===== src/rtl/pong_ball_tracker.sv =====
// pong_ball_tracker: single-ball engine for the LED tennis game.
// Steps a one-hot ball across an N_LEDS bar at a programmable tick rate,
// accepts serves and in-window hits, and reports misses off either end.
module pong_ball_tracker #(
  parameter int unsigned N_LEDS   = 16,
  parameter int unsigned TICK_DIV = 25_000_000,
  parameter int unsigned HIT_WIN  = 2
) (
  input  logic              clk,
  input  logic              rst,
  input  logic              serve_left,
  input  logic              serve_right,
  input  logic              hit_left,
  input  logic              hit_right,
  output logic [N_LEDS-1:0] ball,
  output logic              in_play,
  output logic              miss_left,
  output logic              miss_right,
  output logic [7:0]        rally_count
);

  localparam int unsigned PW = (N_LEDS > 2) ? $clog2(N_LEDS) : 1;
  localparam int unsigned CW = (TICK_DIV > 1) ? $clog2(TICK_DIV) : 1;

  localparam logic [PW-1:0]     POS_MAX = PW'(N_LEDS - 1);
  localparam logic [PW-1:0]     WIN_L   = PW'(HIT_WIN - 1);
  localparam logic [PW-1:0]     WIN_R   = PW'(N_LEDS - HIT_WIN);
  localparam logic [CW-1:0]     CNT_MAX = CW'(TICK_DIV - 1);
  localparam logic [N_LEDS-1:0] ONE     = N_LEDS'(1);
  localparam logic [7:0]        RALLY_MAX = 8'hFF;

  typedef enum logic [1:0] {
    IDLE   = 2'd0,
    MOVE_R = 2'd1,
    MOVE_L = 2'd2
  } state_t;

  state_t              state_q, state_d;
  state_t              dir_c;
  logic [PW-1:0]       pos_q, pos_d;
  logic [CW-1:0]       cnt_q, cnt_d;
  logic [N_LEDS-1:0]   ball_q, ball_d;
  logic                in_play_q, in_play_d;
  logic                miss_l_q, miss_l_d;
  logic                miss_r_q, miss_r_d;
  logic [7:0]          rally_q, rally_d;
  logic                tick_c;
  logic                hit_ok_c;

  // State and datapath registers, cleared asynchronously
  always_ff @(posedge clk or posedge rst) begin
    if (rst) begin
      state_q   <= IDLE;
      pos_q     <= '0;
      cnt_q     <= '0;
      ball_q    <= '0;
      in_play_q <= 1'b0;
      miss_l_q  <= 1'b0;
      miss_r_q  <= 1'b0;
      rally_q   <= '0;
    end else begin
      state_q   <= state_d;
      pos_q     <= pos_d;
      cnt_q     <= cnt_d;
      ball_q    <= ball_d;
      in_play_q <= in_play_d;
      miss_l_q  <= miss_l_d;
      miss_r_q  <= miss_r_d;
      rally_q   <= rally_d;
    end
  end

  // Next state: serve from idle; while moving, apply hit reversal then tick step
  always_comb begin
    state_d   = state_q;
    pos_d     = pos_q;
    cnt_d     = cnt_q;
    in_play_d = in_play_q;
    miss_l_d  = 1'b0;
    miss_r_d  = 1'b0;
    rally_d   = rally_q;
    tick_c    = 1'b0;
    hit_ok_c  = 1'b0;
    dir_c     = state_q;

    case (state_q)
      IDLE: begin
        cnt_d = '0;
        if (serve_left != serve_right) begin
          rally_d   = '0;
          in_play_d = 1'b1;
          if (serve_left) begin
            pos_d   = '0;
            state_d = MOVE_R;
          end else begin
            pos_d   = POS_MAX;
            state_d = MOVE_L;
          end
        end
      end

      MOVE_R, MOVE_L: begin
        tick_c = (cnt_q == CNT_MAX);
        cnt_d  = tick_c ? '0 : cnt_q + CW'(1);

        hit_ok_c = ((state_q == MOVE_R) && hit_right && (pos_q >= WIN_R)) ||
                   ((state_q == MOVE_L) && hit_left  && (pos_q <= WIN_L));

        // Reversal is resolved before the step so a same-cycle tick moves the new way
        if (hit_ok_c) begin
          dir_c = (state_q == MOVE_R) ? MOVE_L : MOVE_R;
          if (rally_q != RALLY_MAX) begin
            rally_d = rally_q + 8'd1;
          end
        end
        state_d = dir_c;

        if (tick_c) begin
          if (dir_c == MOVE_R) begin
            if (pos_q == POS_MAX) begin
              miss_r_d = 1'b1;
            end else begin
              pos_d = pos_q + PW'(1);
            end
          end else begin
            if (pos_q == '0) begin
              miss_l_d = 1'b1;
            end else begin
              pos_d = pos_q - PW'(1);
            end
          end
        end

        if (miss_l_d || miss_r_d) begin
          state_d   = IDLE;
          in_play_d = 1'b0;
          pos_d     = '0;
          cnt_d     = '0;
        end
      end

      default: begin
        state_d   = IDLE;
        in_play_d = 1'b0;
        pos_d     = '0;
        cnt_d     = '0;
      end
    endcase

    ball_d = in_play_d ? (ONE << pos_d) : '0;
  end

  assign ball        = ball_q;
  assign in_play     = in_play_q;
  assign miss_left   = miss_l_q;
  assign miss_right  = miss_r_q;
  assign rally_count = rally_q;

endmodule


===== config.mk =====
export PLATFORM = sky130hd
export DESIGN_NAME = pong_ball_tracker
export DESIGN_NICKNAME = d
export VERILOG_FILES = /design/src/rtl/pong_ball_tracker.sv
export SDC_FILE = /design/constraint.sdc
export NUM_CORES = 1
export LEC_CHECK = 0
export CAP_MARGIN = 10
export CORE_MARGIN = 4
export CORE_UTILIZATION = 55
export DETAILED_ROUTE_END_ITERATION = 8
export PLACE_DENSITY_LB_ADDON = 0.25
export SKIP_CTS_REPAIR_TIMING = 1
export SLEW_MARGIN = 20
export SYNTH_ARGS = -nofsm -noshare
export SYNTH_HDL_FRONTEND = slang
export SYNTH_SLANG_ARGS = --single-unit

===== constraint.sdc =====
create_clock -name clk -period 2.9 [get_ports clk]
set_clock_uncertainty 0.1 [all_clocks]
set_input_delay 0.58 -clock clk [delete_from_list [all_inputs] [get_ports clk]]
set_output_delay 0.58 -clock clk [all_outputs]
set_load 0.005 [all_outputs]

==> results of run 1 <==
[registers in the layout, indices dropped and copies added, names as in the netlist]
register,cells
ball,16
in_play,1
cnt_q,25
pos_q,4
rally_count,8
state_q,2
miss_right,1
miss_left,1
[worst max-delay path by stage]
stage	start	cells after the start	endpoint
after global routing	state_q[0]	9	ball[1]
final	cnt_q[10]	7	ball[1]
after detailed placement	hit_left	8	ball[3]
after global placement	hit_left	8	ball[1]
after CTS	pos_q[1]	9	ball[1]
after floorplan	cnt_q[6]	8	ball[12]
[worst max-delay path, cell delays in order, from the launching register on]
cell and delay [ps]:
dfrtp_1 410, or4bb_1 540, nor4_2 290, and2_1 310, nand3_1 100, o221a_1 310, or3b_1 450, nor2_1 170
[power by group]
part	internal (mW)	total [mW]	switching, mW	leakage, nW
clock	0.508	0.843	0.335	0.112
combinational	0.636	1.47	0.833	0.731
sequential	0.916	1.02	0.101	0.796
total	2.06	3.33	1.27	1.64
[cell usage in the layout (no fill, tap or decap), types with 3 or more instances in the layout]
| cell | n |
|---|---|
| nor2_1 | 66 |
| dfrtp_1 | 57 |
| clkdlybuf4s50_1 | 32 |
| nand2_1 | 20 |
| nand3_1 | 18 |
| buf_4 | 18 |
| xnor2_1 | 15 |
| inv_1 | 15 |
| xor2_1 | 15 |
| ha_1 | 11 |
| nand4_1 | 10 |
| clkbuf_8 | 10 |
| nor3_1 | 6 |
| o21ai_0 | 6 |
| or3_1 | 5 |
| a21oi_1 | 5 |
| and3_1 | 4 |
| a21o_1 | 3 |
| nand2b_1 | 3 |
| o22ai_1 | 3 |
[per-layer routing]
| layer | vias to the layer above | routed length, um | part of all wire [%] | GRT usage, % |
|---|---|---|---|---|
| li1 | 1212 | - | - | - |
| met1 | 1229 | 2910 | 43 | 29.1 |
| met2 | 62 | 3380 | 50 | 35.8 |
| met3 | 15 | 325 | 4.8 | 4.99 |
| met4 | 0 | 154 | 2.3 | 10.1 |
| met5 | - | 0 | 0 | 0 |
[per-stage QoR]
stage	utilization [%]	cell area, um^2
global placement	68.3	3580
finish	72.8	3810
global route	72.8	3810
floorplan	-	3060
CTS	72.6	3800
detailed placement	68.3	3580
[synthesized netlist by cell type, types with 3 or more instances]
cell type	number
buf_4	3
clkbuf_1	4
nand4_1	10
inv_1	16
xor2_1	15
ha_1	11
nor3_1	6
o22ai_1	3
o21ai_0	6
a21oi_1	5
dfrtp_1	58
and3_1	4
a21o_1	3
xnor2_1	15
nor2_1	66
nand2_1	20
nand3_1	18
or3_1	5
nand2b_1	3
[cell type report]
cell class	instances	area share [%]
multi-input cells	236	39.6
flip-flops and latches	58	38.1
repair buffers	51	12.5
clock buffers	10	3.61
clock inverters	6	2.36
well taps	70	2.30
inverters	16	1.57
[logic make-up (layout without fill, tap and decap cells)]
family	count (synthesis)	in the layout	synth area share (%)
and+or+nand+nor	153	153	25.0
DFF	58	58	47.4
AOI/OAI and AO/OA	39	39	9.93
xor gates and xnor gates	30	30	8.59
buffers and inverters	25	83	3.52
adders and majority gates	11	11	4.50
muxes	3	3	1.02
==> flow_metrics.env, run 1 <==
export IMPL_register_area_mm2=0.00145
export IMPL_floorplan_initialDensity_pct=58.4
export IMPL_drive_above_1_share_pct=13.5
export IMPL_hold_viol=0
export IMPL_leakage_nw=1.64
export IMPL_status="complete, no violations"
export IMPL_r2r_slack_ps=150
export IMPL_min_period_ps=2750
export IMPL_grt_overflow_total=0
export IMPL_final_cell_count_no_fill=447
export IMPL_clk_latency_ps=340
export IMPL_timing_hold_ws_ps=407
export IMPL_portBuffers=32
export IMPL_async_reset_ff_share_pct=100
export IMPL_timing_rr_end="ball[1]"
export IMPL_place_hpwl_um=4820
export IMPL_dieArea_mm2=0.00682
export IMPL_core_area_mm2=0.00524
export IMPL_worstPathArrival_ps=2920
export IMPL_fp_dieW_um=82.6
export IMPL_min_path_type="register to register"
export IMPL_synthCells=319
export IMPL_grt_pass1_vias=2445
export IMPL_crit_type="register to register"
export IMPL_hold_path_startpoint="cnt_q[0]"
export IMPL_rsz0062_at_grt="no"
export IMPL_dp_cells=431
export IMPL_synth_edf_count=0
export IMPL_track_usage_pct=22.4
export IMPL_postRouteAntennaNets=0
export IMPL_setup_viol=0
export IMPL_syn_cell_area_mm2=0.00306
export IMPL_grt_pass1_wl_um=11300
export IMPL_max_slew_worst_pin_slew_ps=561
export IMPL_worstPathRequired_ps=3070
export IMPL_gp_congestion=0.894
export IMPL_end_kind="register"
export IMPL_num_antenna_cells=0
export IMPL_fin_nets=389
export IMPL_min_to="cnt_q[0]"
export IMPL_viasPerCell=5.63
export IMPL_antenna_found_initial=0
export IMPL_areaGrowthSynthToFinish_pct=24.6
export IMPL_first_iter_violations=129
export IMPL_maxCapViolCount=0
export IMPL_cts_max_level=3
export IMPL_fmax_mhz=364
export IMPL_slew_headroom_pct=62.6
export IMPL_worst_slack_ps=149
export IMPL_syn_area_per_cell_um2=9.59
export IMPL_finalWirelength_um=6770
export IMPL_clockBufferDepth=2
export IMPL_synth_seq_cells=58
export IMPL_synth_largest_area_cell="dfrtp_1"
export IMPL_synth_seq_area_share_pct=47.4
export IMPL_multi_input_area_mm2=0.00151
export IMPL_std_cell_rows=26
export IMPL_cts_buffers_inserted=9
export IMPL_r2r_start="cnt_q[10]"
export IMPL_clk_pin_slew_ps=70
export IMPL_total_power_mw=3.33
export IMPL_wl_per_cell_um=15.1
export IMPL_cp_max_fo=6
export IMPL_drc=0
export IMPL_ys_flop_type="dfrtp_1"
export IMPL_io_pins=33
export IMPL_yosysWarnings=0
export IMPL_reg2reg_depth=7
export IMPL_yosysTopAreaCellShare_pct=47.4
export IMPL_nFillCells=376
export IMPL_num_vias=2518
export IMPL_cts_tree="built"
export IMPL_start_kind="register"
export IMPL_synth_cell_type_count=55
export IMPL_syn_nets=336
export IMPL_ir_drop_v=0.000503
export IMPL_finalCritPeriodShare_pct=94.9
export IMPL_power_density_mw_per_mm2=873
export IMPL_die_h_um=82.6
export IMPL_finalSetupTns_ps=0
export IMPL_ys_top_cells_by_area="dfrtp_1, nor2_1, ha_1, xnor2_1, xor2_1"
export IMPL_cts_root_buf="clkbuf_8"
export IMPL_post_place_ws_ps=-108
export IMPL_holdPathStages=1
export IMPL_grt_max_degree=34
export IMPL_drv_slew=0
export IMPL_drtPass1Iterations=4
export IMPL_clock_sinks=58
Power figures use the tool's default switching activity.
==> run 2: changes to the inputs <==
--- a/config.mk
+++ b/config.mk
@@ -9,7 +9,9 @@
 export CORE_MARGIN = 4
 export CORE_UTILIZATION = 55
 export DETAILED_ROUTE_END_ITERATION = 8
+export MAX_ROUTING_LAYER = met4
 export PLACE_DENSITY_LB_ADDON = 0.25
+export RECOVER_POWER = 100
 export SKIP_CTS_REPAIR_TIMING = 1
 export SLEW_MARGIN = 20
 export SYNTH_ARGS = -nofsm -noshare
==> flow_metrics.env, run 2 (synthesis gave the netlist of run 1 again) <==
export IMPL_power_density_mw_per_mm2=872
export IMPL_layout_commonest_cell="nor2_1"
export IMPL_top_layer="met4"
export IMPL_power_switching_mw=1.26
export IMPL_route_layer_met1_wl_um=3110
export IMPL_rsz0062_at_grt="no"
export IMPL_clock_sinks=58
export IMPL_clk_pin_slew_ps=70
export IMPL_end_kind="register"
export IMPL_worstPathArrival_ps=2840
export IMPL_critical_path_top_delay_family="simple AND/OR/NAND/NOR gates"
export IMPL_post_place_ws_ps=-129
export IMPL_min_path_type="register to register"
export IMPL_placed_area_mm2=0.00357
export IMPL_max_slew_worst_pin_slew_ps=1400
export IMPL_worstPathRequired_ps=3060
export IMPL_grt_pass1_vias=2495
export IMPL_fmax_mhz=372
export IMPL_pwr_share_comb_pct=43.5
export IMPL_clk_latency_ps=330
export IMPL_drive_above_1_share_pct=11.9
export IMPL_setup_viol=0
export IMPL_drtPass1Iterations=4
export IMPL_final_cell_mix="nor2_1, dfrtp_1, dlygate4sd3_1, nand2_1, nand3_1"
export IMPL_min_period_ps=2690
export IMPL_final_area_mm2=0.00379
export IMPL_multi_input_area_mm2=0.00150
export IMPL_nFillCells=383
export IMPL_ir_drop_v=0.000559
export IMPL_crit_type="register to register"
export IMPL_postRouteAntennaNets=0
export IMPL_grt_overflow_total=0
export IMPL_register_area_mm2=0.00145
export IMPL_finalSetupTns_ps=0
export IMPL_drc=0
export IMPL_met3WireLength_um=223
export IMPL_p_sw_share_pct=38.0
export IMPL_cts_buffers_inserted=9
export IMPL_num_vias=2498
export IMPL_cts_root_buf="clkbuf_8"
export IMPL_p_int_mw=2.05
export IMPL_final_cell_count_no_fill=448
export IMPL_crit_buf_inv=2
export IMPL_die_h_um=82.6
export IMPL_top_register="cnt_q"
export IMPL_fp_dieW_um=82.6
export IMPL_grt_max_degree=59
export IMPL_largest_register_ffs=25
export IMPL_max_stage_delay_ps=450
export IMPL_wl_per_cell_um=15.4
export IMPL_cpMaxStageDelayCell="dfrtp_1"
export IMPL_dieArea_mm2=0.00682
export IMPL_cp_max_fo=7
export IMPL_start_kind="register"
export IMPL_dp_cells=432
export IMPL_maxCapViolCount=0
export IMPL_std_cell_rows=26
export IMPL_core_area_mm2=0.00524
export IMPL_antenna_found_initial=0
export IMPL_leakage_nw=1.72
export IMPL_met2WireLength_um=3470
export IMPL_clockBufferDepth=2
export IMPL_io_pins=33
export IMPL_gp_congestion=0.903
export IMPL_num_antenna_cells=0
export IMPL_track_usage_pct=23.3
export IMPL_finalCritPeriodShare_pct=92.6
export IMPL_areaGrowthSynthToFinish_pct=23.9
export IMPL_finalWirelength_um=6880
export IMPL_post_route_util_pct=72.4
export IMPL_portBuffers=32
export IMPL_hold_viol=0
export IMPL_pwr_share_clk_pct=26.3
export IMPL_cp_cell_sequence="inv_1 > ha_1 > nand4bb_1 > or3_4 > o211ai_1 > nand2_1 > a311oi_2 > buf_4 > nand3b_1 > nor2_1"
export IMPL_viasPerCell=5.58
export IMPL_worst_slack_ps=213
export IMPL_grt_pass1_wl_um=11600
export IMPL_place_hpwl_um=4840
export IMPL_pwr_share_seq_pct=30.2
export IMPL_cts_max_level=3
export IMPL_floorplan_initialDensity_pct=58.4
export IMPL_slew_headroom_pct=6.48
export IMPL_fin_nets=390
export IMPL_status="complete, no violations"
export IMPL_cts_tree="built"
export IMPL_drv_slew=0
export IMPL_total_power_mw=3.31
export IMPL_timing_hold_ws_ps=422
export IMPL_first_iter_violations=220
## run 2: cell types whose count changed in the layout (fill, tap and decap cells not counted), moves of 2 or more
cell / previous run / this run
clkdlybuf4s50_1: 32 / 3
dlygate4sd3_1: 0 / 29
buf_4: 18 / 12
clkbuf_1: 0 / 4
clkbuf_2: 0 / 2
clkbuf_4: 0 / 2
clkbuf_8: 10 / 12
clkinv_4: 2 / 0
## run 2: cell type report
type / count / area share, %
clock buffers: 12 / 4.36
multi-input cells: 236 / 39.7
flip-flops and latches: 58 / 38.3
inverters: 16 / 1.58
repair buffers: 52 / 11.9
clock inverters: 4 / 1.91
well taps: 70 / 2.31
## run 2: path summary, 6_finish.rpt
check,to,slack (ps),startpoint,depth (start not counted)
setup / recovery,ball[6],210,state_q[0],10
hold / removal,cnt_q[0],420,cnt_q[0],1
setup reg to reg,ball[6],210,state_q[0],10
hold reg to reg,cnt_q[0],420,cnt_q[0],1
max in group asynchronous,cnt_q[10],780,rst,3
min in group asynchronous,cnt_q[21],1060,rst,3
## run 2: metal layers
metal / track usage, % / vias to the layer above
li1: - / 1214
met1: 29.9 / 1230
met2: 37.8 / 47
met3: 3.58 / 7
met4: 7.84 / 0
met5: - / -
## run 2: worst reg2reg max path: stages, from the launching register on
cell and delay (ps):
dfrtp_1 450, inv_1 110, ha_1 150, nand4bb_1 150
or3_4 420, o211ai_1 140, nand2_1 170, a311oi_2 420
buf_4 190, nand3b_1 170, nor2_1 150
## run 2: power groups by stage
stage / sequential, mW / combinational (mW) / clock (mW)
after floorplan: 1.00 / 0.943 / 0
after global placement: 1.01 / 1.43 / 0
after detailed placement: 1.01 / 1.47 / 0
after CTS: 0.999 / 1.49 / 0.882
after global routing: 1.01 / 1.59 / 0.922
final: 0.999 / 1.44 / 0.869
==> RTL edit 1, RTL diff (config.mk and constraints of run 1) <==
Set the parameter `TICK_DIV` to 12_500_000 (it was 25_000_000).
--- a/src/rtl/pong_ball_tracker.sv
+++ b/src/rtl/pong_ball_tracker.sv
@@ -4,5 +4,5 @@
 module pong_ball_tracker #(
   parameter int unsigned N_LEDS   = 16,
-  parameter int unsigned TICK_DIV = 25_000_000,
+  parameter int unsigned TICK_DIV = 12_500_000,
   parameter int unsigned HIT_WIN  = 2
 ) (
Formal check against the unedited RTL: same outputs for any inputs over 10 cycles, from zero or initial values and one cycle with rst high; that may be too few to reach the edited logic, so the function may still have changed.
==> RTL edit 1 against run 1 <==
  * Final area increased by 0.16%
  * Setup slack improved by 9.3 ps
  * Critical path depth rose by 2
  * Core utilization grew 0.12 points
  * Hold slack got worse by 18 ps
  * Area after synthesis decreased by 0.82%
  * Count of clock-buffer cells in the layout did not move
  * Total power is 9.6% lower
  * Wire length increased by 0.49%
  * Sequential cell count decreased by 1
  * Combinational power down 8%
  * Synthesized cell count is 0.94% lower
  * Largest power group unchanged
  * Fmax grew 0.34%
==> RTL edit 1: results (changes against run 1) <==
stage	metric	value	unit	change
placed_design	routabilityCongestion	0.9335		was 0.8938
pwr	power_report.internal_total	1.834	mW	was 2.060 mW
pwr	clkPwrFrac	22.5	%	was 25.3%
placed_design	place_hpwl	4807	µm	was 4816 µm
logic_synthesis	biggest_area_contributors_in_the_synthesized_netlist	sky130_fd_sc_hd__dfrtp_1 (47%), sky130_fd_sc_hd__nor2_1 (7.9%), sky130_fd_sc_hd__ha_1 (4.5%), sky130_fd_sc_hd__xnor2_1 (4.0%), sky130_fd_sc_hd__xor2_1 (3.8%)		was sky130_fd_sc_hd__dfrtp_1 (47%), sky130_fd_sc_hd__nor2_1 (8.1%), sky130_fd_sc_hd__ha_1 (4.5%), sky130_fd_sc_hd__xnor2_1 (4.3%), sky130_fd_sc_hd__xor2_1 (4.3%)
grt	globalRouteTotalUtil	22.90	%	was 22.41%
finish	largest_reg_flops	24		was 25
logic_synthesis	yosysSeqAreaShare	46.99	%	was 47.42%
grt	grt_pass1_wl	11790	µm	was 11300 µm
logic_synthesis	synth-compound-area-share	11.09	%	was 9.935%
drt	drt-pass1-iter-count	5		was 4
logic_synthesis	synthesis.nets	333		was 336
finish	nFillCells	386		was 376
run_status	outcome	finished clean		unchanged
placed_design	placed_area	3633	µm²	was 3576 µm²
pwr	power_leakage	1.671	nW	was 1.640 nW
pwr	power.sequential.total	0.984	mW	was 1.02 mW
drt	first_iter_violations	178		was 129
logic_synthesis	muxShareOfSynthArea	0.9893	%	was 1.022%
pwr	cellPowerDensity	787.5	nW/µm²	was 872.9 nW/µm²
logic_synthesis	synthTopCellsByCount	sky130_fd_sc_hd__nor2_1 (64), sky130_fd_sc_hd__dfrtp_1 (57), sky130_fd_sc_hd__nand2_1 (21)		was sky130_fd_sc_hd__nor2_1 (66), sky130_fd_sc_hd__dfrtp_1 (58), sky130_fd_sc_hd__nand2_1 (20)
logic_synthesis	synth_cell_types	56		was 55
placed_design	numPlacedInstances	439		was 431
grt	number_of_global_route_vias_before_repair	2590		was 2445
pwr	max_rail_drop_vdd	0.0006273	V	was 0.0005032 V
finish	final_nets	397		was 389
drt	routed_wirelength	6802	µm	was 6769 µm
logic_synthesis	post_synth_fa_ha_maj_area_fraction	4.534	%	was 4.497%
==> RTL edit 1: cell count changes after synthesis, sizes merged, moves of 3 or more <==
cell,before,now
a21oi,5,8
and3,4,8
nor3,8,3
inv,16,10
buf,5,1
nand4,10,13
o21ai,7,10
nand3,19,15
==> RTL edit 1: layout make-up <==
type | count | area (µm²) | area share [%]
Clock buffer | 10 | 137.6 | 3.603
Clock inverter | 6 | 42.54 | 1.114
Inverter | 10 | 37.54 | 0.9826
Multi-Input combinational cell | 243 | 1565 | 40.98
Sequential cell | 57 | 1426 | 37.34
Tap cell | 70 | 87.58 | 2.293
Timing Repair Buffer | 59 | 523.0 | 13.69
==> RTL edit 1: layer usage <==
| metal | track usage, % | share of wire (%) | vias up |
|---|---|---|---|
| met4 | 8.306 | 1.8 | 0 |
| met5 | 0 | 0 | - |
| li1 | - | - | 1245 |
| met2 | 34.94 | 46 | 103 |
| met3 | 7.809 | 6.7 | 18 |
| met1 | 30.19 | 45 | 1236 |
==> RTL edit 1: path summary, 6_finish.rpt <==
path                                 start         to  slack, ps
worst max-delay path            state_q[1]    ball[9]        160
worst min-delay path              cnt_q[0]   cnt_q[0]        390
worst max register to register  state_q[1]    ball[9]        160
worst min register to register    cnt_q[0]   cnt_q[0]        390
max in group asynchronous              rst  miss_left       1580
min in group asynchronous              rst   ball[15]        640
==> RTL edit 1: critical path: stages (launching register included) <==
cell	delay, ps
sky130_fd_sc_hd__dfrtp_1	420
sky130_fd_sc_hd__inv_1	120
sky130_fd_sc_hd__ha_2	250
sky130_fd_sc_hd__and4_2	300
sky130_fd_sc_hd__a21o_1	210
sky130_fd_sc_hd__or2_1	180
sky130_fd_sc_hd__a21oi_2	80
sky130_fd_sc_hd__o41a_2	510
sky130_fd_sc_hd__or3_1	390
sky130_fd_sc_hd__nor2_1	130
==> RTL edit 2, RTL diff (config.mk and constraints of run 1) <==
Without the edit above. Reset style: synchronous (`rst`), changed in one clocked block. Comments in the files are not updated.
--- a/src/rtl/pong_ball_tracker.sv
+++ b/src/rtl/pong_ball_tracker.sv
@@ -49,5 +49,5 @@
 
   // State and datapath registers, cleared asynchronously
-  always_ff @(posedge clk or posedge rst) begin
+  always_ff @(posedge clk) begin
     if (rst) begin
       state_q   <= IDLE;
Check against the original RTL: differs if rst is asserted again (counterexample within 4 cycles, from zero or initial values and one cycle with rst high); with rst held inactive, the same outputs for 10 cycles.
==> RTL edit 2 against run 1 <==
  * Combinational power decreased by 32%
  * Area after synthesis decreased by 2.3%
  * Setup slack got worse by 49 ps
  * Total power decreased by 18%
  * Fmax decreased by 1.8%
  * Wire length increased by 6.3%
  * Sequential cell count unchanged
  * Global-route usage increased by 1.1 points
  * First-iteration DRC count increased by 98%
  * Final cell count increased by 4.7%
  * Final area decreased by 1.6%
  * Core utilization decreased by 0.27 points
  * Largest cell class unchanged
==> RTL edit 2: results (changes against run 1) <==
stage	metric	value	unit	change
run_status	outcome	finished clean		unchanged
finish	drive_gt1_share	17.09	%	was 13.53%
placed_design	place_hpwl	5143	µm	was 4816 µm
finish	syn_to_final_growth	25.48	%	was 24.61%
placed_design	pre_cts_slack	-301.9	ps	was -107.6 ps
worst_setup_path	critical_path_at	2970	ps	was 2920 ps
timing	worst_pin_slew	574.1	ps	was 560.9 ps
logic_synthesis	postSynth.topFlopCell	sky130_fd_sc_hd__dfxtp_1		was sky130_fd_sc_hd__dfrtp_1
pwr	p_sw_share	35.22	%	was 38.13%
pwr	total_power	2.738	mW	was 3.329 mW
finish	multi_input_comb_area	1718	µm²	was 1510 µm²
logic_synthesis	biggest_area_contributors_in_the_synthesized_netlist	sky130_fd_sc_hd__dfxtp_1 (39%), sky130_fd_sc_hd__nor2_1 (5.5%), sky130_fd_sc_hd__xor2_1 (5.0%), sky130_fd_sc_hd__ha_1 (4.6%), sky130_fd_sc_hd__nor3_1 (3.7%)		was sky130_fd_sc_hd__dfrtp_1 (47%), sky130_fd_sc_hd__nor2_1 (8.1%), sky130_fd_sc_hd__ha_1 (4.5%), sky130_fd_sc_hd__xnor2_1 (4.3%), sky130_fd_sc_hd__xor2_1 (4.3%)
finish	layout_clock_area_share	6.002	%	was 5.971%
drt	detailroute.wirelength.met2	3489	µm	was 3383 µm
drt	num_vias	2722		was 2518
logic_synthesis	syn_avg_cell_area	8.926	µm²	was 9.594 µm²
worst_setup_path	cp_top_family	compound AO/OA/AOI/OAI gates		was simple AND/OR/NAND/NOR gates
placed_design	numPlacedInstances	452		was 431
grt	globalRouteTotalUtil	23.46	%	was 22.41%
logic_synthesis	yosysSeqAreaShare	38.83	%	was 47.42%
pwr	combinationalPowerShare	36.6	%	was 44.1%
placed_design	routabilityCongestion	0.9019		was 0.8938
drt	drt-pass1-iter-count	5		was 4
logic_synthesis	synthTopCellsByCount	sky130_fd_sc_hd__dfxtp_1 (58), sky130_fd_sc_hd__nor2_1 (44), sky130_fd_sc_hd__nor3_1 (22)		was sky130_fd_sc_hd__nor2_1 (66), sky130_fd_sc_hd__dfrtp_1 (58), sky130_fd_sc_hd__nand2_1 (20)
finish	nFillCells	406		was 376
pwr	max_rail_drop_vdd	0.0005699	V	was 0.0005032 V
finish	nMultiInputCombCells	255		was 236
worst_setup_path	critical_path.slowest_cell	sky130_fd_sc_hd__a2111oi_0		was sky130_fd_sc_hd__or4bb_1
[RTL edit 2: cell types whose count changed in the layout (fill, tap and decap cells not counted), moves of 5 or more]
cell and delta:
sky130_fd_sc_hd__buf_4 +9, sky130_fd_sc_hd__dfrtp_1 -57, sky130_fd_sc_hd__nor2_1 -22, sky130_fd_sc_hd__dfxtp_1 +58, sky130_fd_sc_hd__nor3_1 +16, sky130_fd_sc_hd__inv_1 -5
[RTL edit 2: kinds of logic after synthesis]
group	synth area share, %
and+or+nand+nor	30.08
DFF	38.83
AOI/OAI and AO/OA	13.60
xor gates and xnor gates	8.201
buffers and inverters	4.310
adders and majority gates	4.602
muxes	0.3765
[RTL edit 2: final timing paths]
| kind | to | slack (ps) | cells after the start | startpoint |
|---|---|---|---|---|
| max reg2reg | ball[2] | 100 | 10 | pos_q[0] |
| max | ball[2] | 100 | 10 | pos_q[0] |
| min reg2reg | cnt_q[0] | 380 | 1 | cnt_q[0] |
| min | cnt_q[0] | 380 | 1 | cnt_q[0] |
